<file path="src/rtl/mystic_pc_unit.sv">
// Program-counter controller: fetch/execute handshake, redirect and misaligned-target trap.
// Optional compressed-instruction support is enabled with the MYSTIC_RVC_EN macro.
module mystic_pc_unit #(
  parameter int unsigned     XLEN         = 64,
  parameter logic [XLEN-1:0] RESET_VECTOR = '0
) (
  input  logic            clk_i,
  input  logic            rstn_i,
  output logic            fetch_req_o,
  output logic [XLEN-1:0] fetch_addr_o,
  input  logic            fetch_ack_i,
  input  logic            is_compressed_i,
  input  logic            exec_ready_i,
  input  logic [1:0]      redirect_kind_i,
  input  logic            branch_taken_i,
  input  logic [XLEN-1:0] target_i,
  input  logic            stall_i,
  input  logic [XLEN-1:0] trap_vector_i,
  output logic [XLEN-1:0] pc_o,
  output logic [XLEN-1:0] pc_next_o,
  output logic            trap_o,
  output logic [XLEN-1:0] trap_addr_o
);

  typedef enum logic [1:0] {S_INIT, S_FETCH, S_EXEC} state_e;

  state_e          state_q, state_d;
  logic [XLEN-1:0] pc_q, pc_d;
  logic [XLEN-1:0] pc_next_q, pc_next_d;
  logic [XLEN-1:0] trap_addr_q, trap_addr_d;
  logic            fetch_req_q, fetch_req_d;
  logic            trap_q, trap_d;
  logic [XLEN-1:0] inc;
  logic [XLEN-1:0] cand;
  logic            misaligned;

`ifdef MYSTIC_RVC_EN
  assign inc        = is_compressed_i ? XLEN'(2) : XLEN'(4);
  assign misaligned = cand[0];
`else
  logic unused_is_compressed;
  assign unused_is_compressed = is_compressed_i;
  assign inc                  = XLEN'(4);
  assign misaligned           = |cand[1:0];
`endif

  always_comb begin
    unique case (redirect_kind_i)
      2'b01:   cand = branch_taken_i ? pc_q + target_i : pc_next_q;
      2'b10:   cand = pc_q + target_i;
      2'b11:   cand = target_i & ~XLEN'(1);
      default: cand = pc_next_q;
    endcase
  end

  // Stall holds every register, including the one-cycle trap pulse.
  always_comb begin
    state_d     = state_q;
    pc_d        = pc_q;
    pc_next_d   = pc_next_q;
    fetch_req_d = fetch_req_q;
    trap_d      = trap_q;
    trap_addr_d = trap_addr_q;
    if (!stall_i) begin
      trap_d = 1'b0;
      unique case (state_q)
        S_INIT: begin
          state_d     = S_FETCH;
          fetch_req_d = 1'b1;
        end
        S_FETCH: begin
          if (fetch_ack_i) begin
            pc_next_d   = pc_q + inc;
            fetch_req_d = 1'b0;
            state_d     = S_EXEC;
          end
        end
        S_EXEC: begin
          if (exec_ready_i) begin
            state_d     = S_FETCH;
            fetch_req_d = 1'b1;
            if (misaligned) begin
              trap_d      = 1'b1;
              trap_addr_d = cand;
              pc_d        = trap_vector_i & ~XLEN'(3);
            end else begin
              pc_d = cand;
            end
          end
        end
        default: begin
          state_d     = S_INIT;
          fetch_req_d = 1'b0;
        end
      endcase
    end
  end

  always_ff @(posedge clk_i) begin
    if (!rstn_i) begin
      state_q     <= S_INIT;
      pc_q        <= RESET_VECTOR;
      pc_next_q   <= '0;
      fetch_req_q <= 1'b0;
      trap_q      <= 1'b0;
      trap_addr_q <= '0;
    end else begin
      state_q     <= state_d;
      pc_q        <= pc_d;
      pc_next_q   <= pc_next_d;
      fetch_req_q <= fetch_req_d;
      trap_q      <= trap_d;
      trap_addr_q <= trap_addr_d;
    end
  end

  assign fetch_req_o  = fetch_req_q;
  assign fetch_addr_o = pc_q;
  assign pc_o         = pc_q;
  assign pc_next_o    = pc_next_q;
  assign trap_o       = trap_q;
  assign trap_addr_o  = trap_addr_q;

endmodule

</file>
<file path="config.mk">
export PLATFORM = sky130hd
export DESIGN_NAME = mystic_pc_unit
export DESIGN_NICKNAME = d
export VERILOG_FILES = /design/src/rtl/mystic_pc_unit.sv
export SDC_FILE = /design/constraint.sdc
export NUM_CORES = 1
export LEC_CHECK = 0
export CAP_MARGIN = 30
export CELL_PAD_IN_SITES_DETAIL_PLACEMENT = 2
export CELL_PAD_IN_SITES_GLOBAL_PLACEMENT = 2
export CORE_ASPECT_RATIO = 0.8
export CORE_UTILIZATION = 24
export CTS_CLUSTER_DIAMETER = 60
export DETAILED_ROUTE_END_ITERATION = 8
export GPL_TIMING_DRIVEN = 0
export MAX_ROUTING_LAYER = met4
export PLACE_DENSITY = 0.85
export RECOVER_POWER = 100
export SETUP_SLACK_MARGIN = 0.15
export SLEW_MARGIN = 15
export SYNTH_ARGS = -nofsm -noshare
export SYNTH_HDL_FRONTEND = slang
export SYNTH_SLANG_ARGS = --single-unit
</file>
<file path="constraint.sdc">
create_clock -name clk_i -period 3.7 [get_ports clk_i]
set_clock_uncertainty 0.15 [all_clocks]
set_input_delay 0.555 -clock clk_i [delete_from_list [all_inputs] [get_ports clk_i]]
set_output_delay 0.555 -clock clk_i [all_outputs]
set_load 0.01 [all_outputs]
</file>
==> metrics.yaml, run 1 <==
met2RoutedLength_mm: 44.2
portBuffers: 388
drv_cap: 0
dr.pass1.iters: 8
fin_ws_ps: -335
syn_to_final_growth_pct: 57.1
highest_layer: "met4"
cp_max_fo: 4
reg2reg_slack_ps: -330
drt_iter0_drc: 1692
coreArea_um2: 57300
startpoint_type: "flip-flop"
synth_area_um2: 14100
ioPinCount: 395
max_freq_mhz: 248
clkSinkCount: 195
report.final.slew_viol_count: 0
cp.arrival_ps: 4290
yosysWarnings: 0
clkSlewWorstSetupHoldPaths_ps: 90
hold_path_class: "flip-flop to flip-flop"
clkPwrFrac: 0.361
hpwl_mm: 74.4
setup_violations: 65
clk_latency_ps: 530
grt_pass1_wl_mm: 135
yosys.area.top_type: "dfxtp_1"
synthArstFlopShare: 0
rsz0062_at_grt: "true"
dieArea_um2: 59600
rows: 78
finish.utilization: 0.386
wl_per_cell_um: 30.8
power_switching_mw: 2.00
endpoint: "fetch_addr_o[46]$_SDFFE_PN0P_"
synthSimpleGateAreaFrac: 0.199
p_seq_frac: 0.391
synth_cell_types: 89
fin_crit_sh: 1.09
overflow: 0
ys.flop_type: "dfxtp_1"
drcViolationCount: 0
htree_levels: 4
cts_buffers: 17
fp.dieH_um: 219
cts_buffer_depth: 2
synth_area_leaders: "dfxtp_1 28%, a21oi_1 7.2%, nor2_1 6.0%, ha_1 5.7%, nand2_1 5.6%"
hold_violations: 0
synth_compound_area_frac: 0.309
swShare: 0.358
cp.required_ps: 3960
syn-num-nets: 2097
syn_inst: 1895
cts_tree: "yes"
drt-total-wl_mm: 98.6
start_util: 0.245
peakVddDrop_v: 0.000325
num-nets-final: 2629
p_leak_nw: 8.87
fin_cells: 3207
startpoint: "fetch_addr_o[0]$_SDFFE_PN0P_"
synth_xor_area_frac: 0.0654
cts_hold_buf: 0
status: "finished, violations left"
fill_cells: 6394
synth_fa_ha_area_frac: 0.0584
synthMuxAreaShare: 0.00854
ant_nets: 0
synth_top_family_by_area: "compound AO/OA/AOI/OAI gates"
failed_checks: "negative setup slack"
gp_congestion: 0.967
crit_type: "flip-flop to flip-flop"
num_vias: 18500
vias_per_cell: 5.78
ys_seq_elements: 195
relSlewSlack: 0.222
grt_util_all_layers: 0.323
p_comb_frac: 0.248
rr_endpoint: "fetch_addr_o[46]$_SDFFE_PN0P_"
synth_enable_flop_cells: 0
power.density_nw_per_um2: 253
grt_max_degree: 18
dp_cells: 3060
synth_top_area_share: 0.278
p_int_mw: 3.58
wl_met3_mm: 8.41
clock-root-buffer: "clkbuf_16"
period_minus_slack_ps: 4030
reg2reg_depth: 16
drt-met1-wl_mm: 43.1
reg2reg_from: "fetch_addr_o[0]$_SDFFE_PN0P_"
grt_pass1_vias: 18800
end_kind: "flip-flop"
postSynthAreaPerCell_um2: 7.42
synth_seq_area_share: 0.278
drive_gt1_frac: 0.200
die_w_um: 273
antenna_found_initial: 9
worst_slew_pin_slew_ps: 1170
==> cells in the mapped netlist (5+ instances only) <==
cell type and count:
nor2_1 225, nand2_1 210, a21oi_1 203, dfxtp_1 195
o21ai_0 130, clkbuf_1 120, a211oi_1 92, buf_4 65
ha_1 64, nand3_1 62, xor2_1 56, xnor2_1 49
a21o_1 39, inv_1 30, a311oi_1 28, nand4_1 26
nor3_1 21, o21bai_1 21, or3_1 19, and3_1 17
mux2i_1 12, a222oi_1 11, o211ai_1 11, o22ai_1 10
a31oi_1 9, buf_2 9, nor4_1 9, buf_1 8
o21ai_1 8, o31ai_1 8, and4_1 7, o21a_1 6
o221ai_1 6, a21oi_2 5, a221o_1 5, a31o_1 5
and2_1 5
==> layout by cell type, fill, tap and decap left out, types with 25 or more instances in the layout <==
cell type / synthesis / final
buf_6: 2 / 31
xor2_1: 56 / 52
clkbuf_4: 0 / 38
a311oi_1: 28 / 25
a211oi_1: 92 / 80
buf_4: 65 / 129
dlygate4sd3_1: 0 / 204
a21o_1: 39 / 39
ha_1: 64 / 44
a21oi_2: 5 / 39
nand3_1: 62 / 57
nand4_1: 26 / 26
clkbuf_1: 120 / 91
nor2_1: 225 / 211
xnor2_1: 49 / 39
inv_1: 30 / 30
o21ai_0: 130 / 99
clkdlybuf4s50_1: 0 / 156
nand2_1: 210 / 200
dfxtp_1: 195 / 186
a21oi_1: 203 / 162
==> per-stage QoR <==
step / setup WS (ps) / hold slack [ps] / power [mW] / area [um2] / setup TNS (ps)
after global placement: -1660 / 294 / 3.36 / 18900 / -174230
after global routing: -407 / 335 / 5.70 / 22100 / -12560
after CTS: -317 / 279 / 5.45 / 21000 / -1370
after detailed placement: -1530 / 306 / 3.41 / 19100 / -142460
after floorplan: 177 / 331 / 2.74 / 14100 / 0
final: -335 / 315 / 5.58 / 22100 / -7640
==> kinds of logic (layout without fill, tap and decap cells) <==
family          count (synthesis)  count (layout)
fa+ha+maj                      65              65
flops                         195             195
buf+inv                       235             780
compound gates                657             657
simple gates                  626             626
other cells                     0               7
xor+xnor                      105             105
mux                            12              12
==> sequential cells by signal, summed over array words and instances (netlist names) <==
signal	cells
fetch_addr_o	64
pc_next_o	64
trap_addr_o	64
state_q	2
trap_o	1
==> per-layer routing <==
layer,global-route usage,up-vias
met5,-,-
met4,0.108,0
met2,0.485,882
met1,0.416,9585
met3,0.0833,182
li1,-,7888
==> cell type report <==
class | instances | area, um2 | area share
Antenna cell | 7 | 17.5 | 0.000793
Clock inverter | 13 | 121 | 0.00549
Sequential cell | 195 | 3940 | 0.178
Inverter | 31 | 116 | 0.00527
Clock buffer | 19 | 443 | 0.0200
Tap cell | 760 | 951 | 0.0430
Buffer | 202 | 1140 | 0.0516
Timing Repair Buffer | 515 | 5010 | 0.227
Multi-Input combinational cell | 1465 | 10400 | 0.469
==> power by group through the flow <==
stage | Combinational (mW) | Clock, mW | Sequential (mW)
6_report | 1.39 | 2.02 | 2.18
3_5_place_dp | 1.18 | 0 | 2.23
5_1_grt | 1.43 | 2.09 | 2.18
3_3_place_gp | 1.13 | 0 | 2.23
2_1_floorplan | 0.514 | 0 | 2.23
4_1_cts | 1.26 | 2.01 | 2.18
==> worst max-delay path, stage by stage, from the launching register on <==
cell,delay [ps]
dfxtp_4,380
ha_4,140
inv_2,40
fa_2,340
and2b_4,280
o2111ai_4,150
a21oi_4,210
o41ai_4,100
buf_6,150
o311a_4,340
a311oi_4,370
nor2_4,120
buf_12,170
xnor2_4,110
a222oi_1,460
a211oi_1,160
a31o_1,230
==> worst min path at each step <==
| stage | from | endpoint | slack, ps | cells after the start |
|---|---|---|---|---|
| 2_1_floorplan | trap_addr_o[0]$_SDFFE_PN0P_ | trap_addr_o[0]$_SDFFE_PN0P_ | 330 | 2 |
| 3_3_place_gp | trap_addr_o[44]$_SDFFE_PN0P_ | trap_addr_o[44]$_SDFFE_PN0P_ | 290 | 2 |
| 3_5_place_dp | trap_addr_o[0]$_SDFFE_PN0P_ | trap_addr_o[0]$_SDFFE_PN0P_ | 310 | 2 |
| 4_1_cts | stall_i | trap_o$_SDFFE_PN0N_ | 280 | 3 |
| 5_1_grt | stall_i | trap_o$_SDFFE_PN0N_ | 340 | 3 |
| 6_report | trap_addr_o[12]$_SDFFE_PN0P_ | trap_addr_o[12]$_SDFFE_PN0P_ | 310 | 2 |
==> what timing repair did <==
| item | 4_1_cts | 5_1_grt |
|---|---|---|
| resized for setup | 283 | 183 |
| endpoints found under the setup margin | 141 | 97 |
| setup buffers | 42 | 65 |
| pin swaps | 72 | 113 |
No activity file was read; power rests on OpenSTA's default activity.
==> inputs of run 2 (changes only) <==
- TNS_END_PERCENT: unset -> 5
==> run 2 against run 1 <==
  * The run still ends with negative setup slack left
  * First-iteration DRC count is 8.9% lower
  * Wire length is 4.4% lower
  * Non-clock buffer count is 82 lower
  * Via count is 3.9% lower
  * Fmax is 2.5% higher
  * Sequential share of layout area is 1.2 points higher
  * Core utilization is 2.5 points lower
  * Register-to-register slack better by 100 ps
  * Critical endpoint is now fetch_addr_o[45]$_SDFFE_PN0P_
  * Largest power group unchanged
==> metrics.yaml, run 2 (synthesized netlist as in run 1, its figures left out) <==
reg2reg_from: "fetch_addr_o[0]$_SDFFE_PN0P_"
coreArea_um2: 57300  # unchanged
fin_crit_sh: 1.06  # -0.0266
critPathSlowestCell: "clkdlybuf4s50_1"
hold_end: "trap_addr_o[12]$_SDFFE_PN0P_"
whs_path_depth: 2  # unchanged
cp.required_ps: 3970  # about the same
period_minus_slack_ps: 3940  # -98.4 ps
wl_per_cell_um: 30.2  # -1.8%
clock-root-buffer: "clkbuf_16"
drv_cap: 0  # unchanged
relSlewSlack: 0.262  # +0.0403
cts_tree: "yes"
hold_violations: 0  # unchanged
fin_ws_ps: -236  # +98.4 ps
p_leak_nw: 7.99  # -9.9%
fp.dieH_um: 219  # unchanged
layout_common_cells: "256 x clkdlybuf4s50_1, 219 x nor2_1, 205 x nand2_1, 186 x a21oi_1, 178 x dfxtp_1"
dieArea_um2: 59600  # unchanged
dr.pass1.iters: 6  # -2
grt_max_degree: 18  # unchanged
hold_path_class: "flip-flop to flip-flop"
drt-total-wl_mm: 94.3  # -4.4%
num-nets-final: 2547  # -3.1%
cts_buffer_depth: 2  # unchanged
clkSlewWorstSetupHoldPaths_ps: 80  # about the same
final_area_um2: 20700  # -6.4%
report.final.slew_viol_count: 0  # unchanged
failed_checks: "negative setup slack"
portBuffers: 388  # unchanged
fill_cells: 6539  # +2.3%
antenna_found_initial: 6  # -3
final_common_cell: "clkdlybuf4s50_1"
crit_path_max_incr_delay_ps: 530  # +70 ps
gp_congestion: 0.967  # unchanged
reg2reg_slack_ps: -230  # +100 ps
num_vias: 17800  # -3.9%
status: "finished, violations left"
die_w_um: 273  # unchanged
rr_endpoint: "fetch_addr_o[46]$_SDFFE_PN0P_"
crit_top_cell: "a21oi_4"
grt_pass1_wl_mm: 133  # -1.5%
overflow: 0  # unchanged
drcViolationCount: 0  # unchanged
worst_slew_pin_slew_ps: 1110  # -60.4 ps
ant_nets: 0  # unchanged
grt_pass1_vias: 18600  # -1.2%
startpoint_type: "input port"
vias_per_cell: 5.71  # -1.3%
grt_util_all_layers: 0.318  # -0.00461
dpl_cell_area_um2: 19100  # unchanged
rsz0062_at_grt: "true"
cts_hold_buf: 0  # unchanged
cp.buffers_inverters: 2  # -1
clkSinkCount: 195  # unchanged
end_kind: "flip-flop"
syn_to_final_growth_pct: 47.0
peakVddDrop_v: 0.000323  # -0.46%
max_freq_mhz: 254  # +2.5%
power.density_nw_per_um2: 263  # +4.3%
hpwl_mm: 74.4  # unchanged
clk_latency_ps: 520  # about the same
cp_max_fo: 7  # +3
drive_gt1_frac: 0.135  # -0.0643
hp-start: "trap_addr_o[12]$_SDFFE_PN0P_"
cp.arrival_ps: 4210  # -80 ps
crit_family: "compound AO/OA/AOI/OAI gates"
crit_type: "input port to flip-flop"
rows: 78  # unchanged
dp_slack_ps: -1530  # unchanged
ioPinCount: 395  # unchanged
htree_levels: 4  # unchanged
reg2reg_depth: 16  # unchanged
cts_buffers: 17  # unchanged
setup_violations: 46  # -29%
drt_iter0_drc: 1541  # -8.9%
path_cells: "clkdlybuf4s50_1, ha_1, buf_4, a21oi_4, nor2_1, o31a_1, a311o_2, a21oi_4, o21ai_4, a41oi_2, xnor2_1, a222oi_1, a211oi_1, a31o_1"
start_util: 0.245  # unchanged
run 2: stage by stage:
stage	std cells	util	TNS [ps]	hold slack, ps	power (mW)
floorplan	1895	-	0	331	2.74
global placement	3043	0.330	-174230	294	3.36
detailed placement	3060	0.334	-142460	306	3.41
CTS	3103	0.351	-5770	279	5.40
global route	3123	0.361	-7060	332	5.59
finish	3123	0.361	-3560	314	5.45
run 2: where the power goes:
part           switching, mW  internal (mW)
Sequential            0.0531           2.13
Clock                   1.04          0.957
Combinational          0.825          0.448
Total                   1.91           3.53
run 2: repair_timing:
action                                  4_1_cts  5_1_grt
endpoints found under the setup margin      141      136
resized for setup                           103      134
buffers inserted                             11       12
pin swaps                                    24       53
run 2: final cells by class:
class / instances / area (um2) / share of cell area
Multi-Input combinational cell: 1465 / 9670 / 0.468
Timing Repair Buffer: 431 / 4340 / 0.210
Sequential cell: 195 / 3940 / 0.190
Buffer: 204 / 1090 / 0.0528
Tap cell: 760 / 951 / 0.0460
Clock buffer: 19 / 443 / 0.0214
Clock inverter: 13 / 121 / 0.00587
Inverter: 31 / 116 / 0.00563
Antenna cell: 5 / 12.5 / 0.000605
run 2: worst max path at each step:
stage,cells after the start,from,slack [ps],end
after global placement,11,target_i[0],-1660,fetch_addr_o[40]$_SDFFE_PN0P_
final,14,target_i[8],-240,fetch_addr_o[45]$_SDFFE_PN0P_
after detailed placement,14,target_i[0],-1530,trap_addr_o[49]$_SDFFE_PN0P_
after CTS,15,fetch_addr_o[0]$_SDFFE_PN0P_,-330,trap_addr_o[58]$_SDFFE_PN0P_
after global routing,16,fetch_addr_o[0]$_SDFFE_PN0P_,-310,fetch_addr_o[46]$_SDFFE_PN0P_
after floorplan,14,target_i[0],180,fetch_addr_o[46]$_SDFFE_PN0P_
run 2: metal layers:
layer / vias up / track usage / share of wire
met4: 0 / 0.101 / 0.031
met2: 826 / 0.477 / 0.44
met1: 9099 / 0.418 / 0.44
met5: - / - / 0
met3: 166 / 0.0753 / 0.087
li1: 7726 / - / -
run 2: worst reg2reg max path: stages (launching register included):
cell and delay [ps]:
dfxtp_4 390, ha_4 140, inv_2 40, fa_2 370, and2b_4 290, o2111ai_4 140, a21oi_4 200, o41ai_4 80
buf_6 150, o311a_4 340, a311oi_4 370, nor2_4 110, buf_12 170, xnor2_4 110, a222oi_1 420, a211oi_1 150
a31o_1 230
